File: config.mk
export PLATFORM = sky130hd
export DESIGN_NAME = alu_arbiter
export DESIGN_NICKNAME = d
export VERILOG_FILES = /design/src/rtl/alu_arbiter.sv
export SDC_FILE = /design/constraint.sdc
export NUM_CORES = 1
export LEC_CHECK = 0
export CAP_MARGIN = 10
export CORE_ASPECT_RATIO = 1.2
export CORE_UTILIZATION = 30
export DETAILED_ROUTE_END_ITERATION = 6
export PLACE_DENSITY = 0.7
export SKIP_LAST_GASP = 1
export SLEW_MARGIN = 10
export SYNTH_ARGS = -nofsm -noshare
export SYNTH_HDL_FRONTEND = slang
export SYNTH_SLANG_ARGS = --single-unit
File: constraint.sdc
create_clock -name clk -period 1.64 [get_ports clk]
set_clock_uncertainty 0.15 [all_clocks]
set_input_delay 0.164 -clock clk [delete_from_list [all_inputs] [get_ports clk]]
set_output_delay 0.164 -clock clk [all_outputs]
set_load 0.005 [all_outputs]
File: src/rtl/alu_arbiter.sv
// Round-robin arbiter for two requesters sharing one external ALU, followed by
// an issue register (drives the ALU) and a response register with valid/ready.
module alu_arbiter #(
    parameter int WIDTH = 16,
    parameter int OPW   = 4
) (
    input  logic             clk,
    input  logic             rst,

    input  logic             req0,
    input  logic [WIDTH-1:0] a0,
    input  logic [WIDTH-1:0] b0,
    input  logic [OPW-1:0]   op0,
    output logic             gnt0,

    input  logic             req1,
    input  logic [WIDTH-1:0] a1,
    input  logic [WIDTH-1:0] b1,
    input  logic [OPW-1:0]   op1,
    output logic             gnt1,

    output logic [WIDTH-1:0] alu_inA,
    output logic [WIDTH-1:0] alu_inB,
    output logic [OPW-1:0]   alu_op,
    input  logic [WIDTH-1:0] alu_out,
    input  logic             alu_zf,
    input  logic             alu_sf,
    input  logic             alu_of,
    input  logic             alu_cf,

    output logic             rsp_valid,
    output logic             rsp_id,
    output logic [WIDTH-1:0] rsp_data,
    output logic [3:0]       rsp_flags,
    input  logic             rsp_ready
);

    typedef struct packed {
        logic             valid;
        logic             id;
        logic [WIDTH-1:0] a;
        logic [WIDTH-1:0] b;
        logic [OPW-1:0]   op;
    } iss_t;

    typedef struct packed {
        logic             valid;
        logic             id;
        logic [WIDTH-1:0] data;
        logic [3:0]       flags;
    } rsp_t;

    iss_t iss_q;
    rsp_t rsp_q;
    logic last_id;

    logic rsp_move;
    logic iss_free;
    logic any_gnt;
    logic gnt_id;

    // Response register accepts the issue stage when it is empty or being drained;
    // the issue stage can take a new grant whenever its current entry moves on.
    always_comb begin
        // NOTE: every output of a combinational block gets a default first so no latch is inferred.
        rsp_move = 1'b0;
        iss_free = 1'b0;
        gnt0     = 1'b0;
        gnt1     = 1'b0;

        rsp_move = iss_q.valid & (~rsp_q.valid | rsp_ready);
        iss_free = ~iss_q.valid | rsp_move;

        if (iss_free && !rst) begin
            gnt0 = req0 & (~req1 | last_id);
            gnt1 = req1 & (~req0 | ~last_id);
        end
    end

    assign any_gnt = gnt0 | gnt1;
    assign gnt_id  = gnt1;

    // Datapath registers are reset as well: the reset state of the ALU inputs
    // and response payload is observable at the ports.
    always_ff @(posedge clk) begin
        if (rst) begin
            // NOTE: sequential state uses non-blocking assignments so all registers update from pre-edge values.
            iss_q   <= '0;
            rsp_q   <= '0;
            last_id <= 1'b1;
        end else begin
            if (any_gnt) begin
                iss_q.valid <= 1'b1;
                iss_q.id    <= gnt_id;
                iss_q.a     <= gnt_id ? a1  : a0;
                iss_q.b     <= gnt_id ? b1  : b0;
                iss_q.op    <= gnt_id ? op1 : op0;
                last_id     <= gnt_id;
            end else if (rsp_move) begin
                iss_q.valid <= 1'b0;
            end

            if (rsp_move) begin
                rsp_q.valid <= 1'b1;
                rsp_q.id    <= iss_q.id;
                rsp_q.data  <= alu_out;
                rsp_q.flags <= {alu_zf, alu_sf, alu_of, alu_cf};
            end else if (rsp_ready) begin
                rsp_q.valid <= 1'b0;
            end
        end
    end

    assign alu_inA   = iss_q.a;
    assign alu_inB   = iss_q.b;
    assign alu_op    = iss_q.op;

    assign rsp_valid = rsp_q.valid;
    assign rsp_id    = rsp_q.id;
    assign rsp_data  = rsp_q.data;
    assign rsp_flags = rsp_q.flags;

endmodule

# [Yosys cells after proc, flatten, opt, wreduce, memory -nomap -nowiden]
# Index checks and enable logic that the tools add are counted.
[op_classes] mux=9 bitwise=13 n_reduce_logical=4
[ops] op="$mux W16" count=2
[ops] op="$mux W1" count=6
[ops] op="$not A1 Y1" count=5
[ops] op="$or A1 B1 Y1" count=5
[ops] op="$mux W4" count=1
[ops] op="$reduce_bool A2 Y1" count=2
[ops] op="$and A1 B1 Y1" count=3
[ops] op="$logic_and A1 B1 Y1" count=1
[ops] op="$logic_not A1 Y1" count=1
[word_totals] reg_bits=61 inputBits=97 out_inout_bits=60

# [Logic depth before layout (Yosys ltp)]
# Gate-level depths: netlist of run 1.
[depth] word_depth=8 depth_mapped=5

# [Least setup slack after synthesis of run 1]
# OpenSTA, ideal clock, no wires.
[synth_path] path_kind="register -> register" startpoint="register rsp_q (netlist bit rsp_valid)" endpoint="register iss_q (netlist bit alu_inA[0])" setup_time_ps=79 arrival_ps=1272 required_ps=1411 setup_slack_ps=139 stages_incl_launch_ff=6 n_path_buf=2 period_less_slack_ps=1501 path_cell_list="dfxtp_1 > and3b_1 > or3_1 > buf_6 > buf_6 > a22oi_1"
[synth_via] elab_chain_cells=7 word_cells_on_any_way=9 classes_between="mux: 3; bitwise: 5; reduce/logical: 1"
[synth_rtl] element="start: declaration" line_no="54" text="rsp_t rsp_q;"
[synth_rtl] element="$not A1 Y1 *" line_no="71" text="rsp_move = iss_q.valid & (~rsp_q.valid | rsp_ready);"
[synth_rtl] element="$or A1 B1 Y1 *" line_no="71"
[synth_rtl] element="$and A1 B1 Y1 *" line_no="71"
[synth_rtl] element="$or A1 B1 Y1 *" line_no="72" text="iss_free = ~iss_q.valid | rsp_move;"
[synth_rtl] element="$logic_and A1 B1 Y1 *" line_no="74" text="if (iss_free && !rst) begin"
[synth_rtl] element="$mux W1" line_no="74"
[synth_rtl] element="$mux W16 / $or A1 B1 Y1 (equally long branches)" line_no="95, 80"
[synth_rtl] element="end: declaration" line_no="53" text="iss_t iss_q;"
# Every way passes the cells marked *; elsewhere a longest branch is shown, timed or not.
# A chain may end at the register's enable or synchronous reset.

# [Worst setup path in the final report of run 1]
[layout_path] startpoint="register rsp_q (netlist bit rsp_valid)" endpoint="register iss_q (netlist bit alu_op[0])"
[layout_via] elab_chain_cells=7 word_cells_on_any_way=9 classes_between="mux: 3; bitwise: 5; reduce/logical: 1"
[layout_rtl] element="$not A1 Y1 *" line_no="71"
[layout_rtl] element="$or A1 B1 Y1 *" line_no="71"
[layout_rtl] element="$and A1 B1 Y1 *" line_no="71"
[layout_rtl] element="$or A1 B1 Y1 *" line_no="72"
[layout_rtl] element="$logic_and A1 B1 Y1 *" line_no="74"
[layout_rtl] element="$mux W1" line_no="74"
[layout_rtl] element="$mux W4 / $or A1 B1 Y1 (equally long branches)" line_no="97, 80"
# Marked as above.

==> metrics.yaml, run 1 <==
critical_path:
  critPathBufInv: 2
  cp_slowest_cell: "or3_4"
  crit_fanout: 18
  crit_arrival_ns: 1.73
  critPathLaunchType: "flip-flop"
  cp.required_ns: 1.74
  cp_cell_sequence: "and3b_1 -> buf_4 -> or3_4 -> clkbuf_16 -> a22oi_1"
  slowest_delay_ns: 0.40
  worstSetupPathType: "flip-flop to flip-flop"
  endpoint_kind: "flip-flop"
  crit_family: "simple AND/OR/NAND/NOR gates"
logic_synthesis:
  synth_area_um2: 2900
  seq_area_frac_synth_pct: 42.1
  yosys_register_bits: 61
  syn_nets: 420
  ys_types: 22
  yosys_warnings: 0
  syn_inst: 323
  syn_avg_cell_area_um2: 8.98
placed_design:
  dp_hpwl_um: 6000
  gp_congestion: 0.710
  placed_area_um2: 4310
  portBuffers: 156
  dp_cells: 543
status:
  run_status: "finished clean"
finish:
  design_area_um2: 4550
  finalNonFillerCells: 559
  fin_nets: 533
  antenna_cells: 0
  area_growth_pct: 56.9
  drive_gt1_share_pct: 10.0
floorplan:
  initial_utilization_pct: 31.4
  row_count: 38
  die_area_um2: 10100
  core_um2: 9220
  dieWidth_um: 91.8
  dieHeight_um: 110
  pin_count: 157
grt:
  grt_max_degree: 39
  antenna_found_initial: 0
  grt_pass1_vias: 2968
  grt_use_total_pct: 17.7
  grt_remaining_overflow: 0
  grt_pass1_wl_um: 14000
drt:
  viasPerCell: 5.09
  wl_per_cell_um: 15.6
  wirelength_um: 8690
  drcViolationCount: 0
  first_iter_violations: 119
  vias: 2847
  drt-pass1-iter-count: 4
  ant_nets: 0
timing:
  hold_ws_ns: 0.234
  max_freq_mhz: 612
  report.final.slew_viol_count: 0
  relSlewSlack_pct: 54.1
  tns_ns: 0
  setup_viol: 0
  worst_pin_slew_ns: 0.686
  hold_violations: 0
  rsz0062_at_grt: "yes"
  min_period_ns: 1.63
  period_share_pct: 99.7
pwr:
  vdd_drop_max_v: 0.000435
  p_leak_uw: 0.00168
  power_density_nw_per_um2: 837
  p_total_uw: 3810
cts:
  clkTransAtPathRegs_ns: 0.06
  clock_tree.root_cell: "clkbuf_8"
  clockBufferDepth: 2
  cts.sinks: 61
  cts_tree: "yes"
  cts_buffers: 9
  insertion_delay_ns: 0.33
  htree_levels: 3
run:
  cap_violations: 0
min_path:
  hp-class: "input pin to flip-flop"
[sequential cells by signal, indices dropped and copies added, names as in the netlist]
signal,cells
alu_inB,16
iss_q,2
alu_inA,16
rsp_valid,1
rsp_flags,4
rsp_data,16
rsp_id,1
last_id,1
alu_op,4
[repair_timing]
item                                   4_1_cts  5_1_grt
setup endpoints to repair                   37       45
setup buffers                                0        0
resized for setup                            6       12
gates cloned                                 0        1
endpoints found under the hold margin        1        0
hold buffers                                 1        0
pin swaps                                    0        0
[path summary, 6_finish.rpt]
check,start,end,slack [ns],depth (start not counted)
worst max register to register,rsp_valid$_SDFFE_PP0P_,alu_op[0]$_SDFFE_PP0P_,0.006,5
worst max-delay path,rsp_valid$_SDFFE_PP0P_,alu_op[0]$_SDFFE_PP0P_,0.006,5
worst min-delay path,rsp_ready,iss_q[36]$_SDFFE_PP0P_,0.23,4
worst min register to register,alu_inB[13]$_SDFFE_PP0P_,alu_inB[13]$_SDFFE_PP0P_,0.32,2
[per-layer routing]
metal  vias up  global-route usage (%)  share of wire [%]
met4         0                    5.92               0.98
met1      1340                    19.3                 41
li1       1388                       -                  -
met3         8                    6.29                8.8
met2       111                    31.8                 49
met5         -                       0                  0
[Yosys cell counts]
cell type | number | share of area, %
a22oi_1 | 35 | 9.1
nand3b_1 | 1 | 0.26
clkbuf_1 | 27 | 3.5
a21oi_1 | 25 | 4.3
buf_1 | 1 | 0.13
o32ai_1 | 36 | 11
o21ai_0 | 23 | 4.0
and3b_1 | 1 | 0.30
dfxtp_1 | 61 | 42
nor2_1 | 2 | 0.26
buf_2 | 3 | 0.52
nor4_1 | 1 | 0.22
nand3_1 | 21 | 3.6
buf_4 | 36 | 9.3
nand2_1 | 1 | 0.13
nand2b_1 | 38 | 8.2
or3_1 | 1 | 0.22
buf_6 | 4 | 1.6
a22oi_2 | 1 | 0.43
a21bo_2 | 1 | 0.35
nor2b_1 | 2 | 0.43
inv_1 | 2 | 0.26
[stage by stage]
step | worst slack, ns | utilization (%)
3_5_place_dp | -0.534 | 46.7
5_1_grt | -0.0587 | 49.3
4_1_cts | -0.0711 | 48.6
6_report | 0.00563 | 49.3
3_3_place_gp | -0.423 | 46.7
2_1_floorplan | 0.139 | -
[logic make-up after synthesis]
logic type	Yosys count	share of synthesized area, %
AND/OR/NAND/NOR	68	13.6
buffers and inverters	73	15.3
AO/OA/AOI/OAI	121	29.0
flip-flops	61	42.1
[worst min-delay path: cells and delay by family]
kind	cells	cell delay, ns
AO/OA/AOI/OAI	1	0.13
buffers and inverters	1	0.14
AND/OR/NAND/NOR	2	0.23
[area by class of cell]
cell class	count	area [um^2]
clock inverter	2	10.0
sequential	61	1220
inverter	2	7.51
tap	120	150
clock buffer	12	155
fill	892	4670
multi-input combinational	189	1280
timing repair buffer	173	1720
[cells in the final DEF (no fill, tap or decap), drive strengths merged, types with 2 or more instances in the layout]
cell type / count
nor2b: 2
o32ai: 36
dlymetal6s2s: 2
nor2: 2
inv: 2
buf: 17
nand2b: 38
clkdlybuf4s50: 151
a21oi: 25
clkinv: 2
nand3: 21
a22oi: 36
dfxtp: 61
o21ai: 23
clkbuf: 14
[where the power goes]
group          leakage, uW  total, uW  internal (uW)  switching (uW)
clock network    0.0000881       1150            609             536
registers         0.000507       1700           1630            71.8
logic              0.00108        962            614             348
total              0.00168       3810           2850             956
Power figures use the tool's default switching activity.
==> run 2, diff against run 1 <==
==> constraint.sdc (replaced) <==
create_clock -name clk -period 1.8 [get_ports clk]
set_clock_uncertainty 0.15 [all_clocks]
set_input_delay 0.18 -clock clk [delete_from_list [all_inputs] [get_ports clk]]
set_output_delay 0.18 -clock clk [all_outputs]
set_load 0.005 [all_outputs]
==> run 2 against run 1 <==
  * Register-to-register slack gained 0.14 ns
  * Combinational power shrank 12%
  * Power shrank 6.2%
  * Non-clock buffer count shrank 2
  * Flip-flop and latch count is the same
  * Core utilization shrank 0.43 points
  * Global-route usage shrank 0.69 points
  * Count of clock-buffer cells in the layout shrank 2
  * Wire length shrank 4.4%
  * Critical path depth is the same
  * First-iteration DRC count shrank 33%
  * Clock power is essentially flat
==> metrics.yaml, run 2 (synthesis gave the netlist of run 1 again) <==
timing:
  max_freq_mhz: 581
  hold_violations: 0  # unchanged
  rsz0062_at_grt: "yes"
  hold_ws_ns: 0.266  # +0.0318 ns
  min_period_ns: 1.72
  relSlewSlack_pct: 55.9  # +1.8 points
  setup_viol: 0  # unchanged
  report.final.slew_viol_count: 0  # unchanged
  worst_pin_slew_ns: 0.659  # -0.0266 ns
  period_share_pct: 95.6
critical_path:
  cp_cell_sequence: "clkdlybuf4s50_1 -> a21bo_2 -> nand2b_1 -> nor2_1 -> clkdlybuf4s15_1"
  critPathBufInv: 2  # unchanged
  cp_slowest_cell: "clkdlybuf4s50_1"
  crit_arrival_ns: 1.39  # -0.34 ns
  worstSetupPathType: "input pin to primary output"
  endpoint_kind: "primary output"
  critPathLaunchType: "input pin"
  cp.required_ns: 1.47  # -0.27 ns
  slowest_delay_ns: 0.50  # +0.10 ns
  crit_family: "buffers and inverters"
  crit_fanout: 3  # -15
pwr:
  power_density_nw_per_um2: 792  # -5.4%
  p_total_uw: 3570  # -6.2%
  combPwrFrac_pct: 23.8  # -1.5 points
  p_leak_uw: 0.00164  # -2.3%
  p_sw_uw: 906  # -5.2%
  clockPowerShare_pct: 32.9  # +2.8 points
  switching_share_pct: 25.4  # +0.26 points
  vdd_drop_max_v: 0.000416  # -4.2%
  p_int_uw: 2660  # -6.5%
  pwr-share-seq_pct: 43.3  # -1.3 points
grt:
  grt_max_degree: 39  # unchanged
  grt_pass1_vias: 2810  # -5.3%
  antenna_found_initial: 0  # unchanged
  grt_remaining_overflow: 0  # unchanged
  grt_use_total_pct: 17.0  # -0.69 points
  grt_pass1_wl_um: 13500  # -3.7%
finish:
  register_area_um2: 1220  # unchanged
  drive_gt1_share_pct: 8.20  # -1.8 points
  most-common-layout-cells: "153 x clkdlybuf4s50_1, 61 x dfxtp_1, 38 x nand2b_1"
  antenna_cells: 0  # unchanged
  design_area_um2: 4510  # -0.88%
  fillers: 859  # -3.7%
  finalNonFillerCells: 559  # unchanged
  multiInputGateArea_um2: 1250  # -2.6%
  area_growth_pct: 55.5
  fin_nets: 531  # -0.38%
  final_core_util_pct: 48.9  # -0.43 points
  final_common_cell: "clkdlybuf4s50_1"
cts:
  clock_tree.root_cell: "clkbuf_8"
  clockBufferDepth: 2  # unchanged
  cts_tree: "yes"
  cts_buffers: 9  # unchanged
  htree_levels: 3  # unchanged
  cts.sinks: 61  # unchanged
  insertion_delay_ns: 0.33  # about the same
  clkTransAtPathRegs_ns: 0.07  # about the same
min_path:
  hp-class: "input pin to flip-flop"
drt:
  first_iter_violations: 80  # -33%
  drcViolationCount: 0  # unchanged
  drt-pass1-iter-count: 4  # unchanged
  wirelength_um: 8320  # -4.4%
  ant_nets: 0  # unchanged
  viasPerCell: 5.00  # -1.8%
  vias: 2797  # -1.8%
  wl_per_cell_um: 14.9  # -4.4%
floorplan:
  core_um2: 9220  # unchanged
  initial_utilization_pct: 31.4  # unchanged
  die_area_um2: 10100  # unchanged
  dieWidth_um: 91.8  # unchanged
  pin_count: 157  # unchanged
  row_count: 38  # unchanged
  dieHeight_um: 110  # unchanged
placed_design:
  portBuffers: 156  # unchanged
  placed_area_um2: 4300  # -0.17%
  dp_hpwl_um: 5850  # -2.5%
  gp_congestion: 0.745  # +4.9%
  dp_cells: 542  # -0.18%
status:
  run_status: "finished clean"
run:
  cap_violations: 0  # unchanged
-- run 2: final timing paths --
kind / start / slack, ns / cells past startpoint / end
setup / recovery: req1 / 0.08 / 5 / gnt1
hold / removal: alu_zf / 0.27 / 3 / rsp_flags[3]$_SDFFE_PP0P_
setup reg to reg: rsp_valid$_SDFFE_PP0P_ / 0.15 / 5 / alu_inA[6]$_SDFFE_PP0P_
hold reg to reg: rsp_data[6]$_SDFFE_PP0P_ / 0.33 / 2 / rsp_data[6]$_SDFFE_PP0P_
-- run 2: stage by stage --
step | setup TNS (ns) | worst slack, ns
global placement | -11.93 | -0.258
floorplan | 0 | 0.299
detailed placement | -13.63 | -0.315
CTS | 0 | 0.00967
finish | 0 | 0.0783
global route | -0.00270 | -0.00270
-- run 2: tightest hold or removal path: cells and delay by family --
family	cells	cell delay, ns
AND/OR/NAND/NOR	1	0.06
AO/OA/AOI/OAI	1	0.05
buffers and inverters	1	0.40
-- run 2: power groups by stage --
stage	Clock, uW	Combinational (uW)	Sequential, uW
6_report	1170	849	1550
5_1_grt	1290	925	1560
4_1_cts	1230	862	1550
3_5_place_dp	0	858	1580
3_3_place_gp	0	846	1570
2_1_floorplan	0	443	1570
-- run 2: timing repair --
action | in CTS | in global routing
endpoints found under the hold margin | 1 | 0
hold buffers | 1 | 0
setup endpoints to repair | 20 | 2
buffers inserted | 0 | 0
resized for setup | 3 | 4
-- run 2: per-layer routing --
| layer | wire (um) | vias to the layer above | GRT usage (%) | part of all wire (%) |
|---|---|---|---|---|
| met3 | 677 | 13 | 4.77 | 8.1 |
| met1 | 3460 | 1299 | 19.2 | 42 |
| met5 | 0 | - | 0 | 0 |
| li1 | - | 1382 | - | - |
| met4 | 157 | 0 | 7.59 | 1.9 |
| met2 | 4020 | 103 | 29.9 | 48 |
-- run 2: cell type report --
class	instances	area share, %
clock buffers	10	2.83
clock inverters	6	1.42
inverters	2	0.166
multi-input cells	189	27.7
flip-flops and latches	61	27.1
well taps	120	3.33
repair buffers	171	37.5
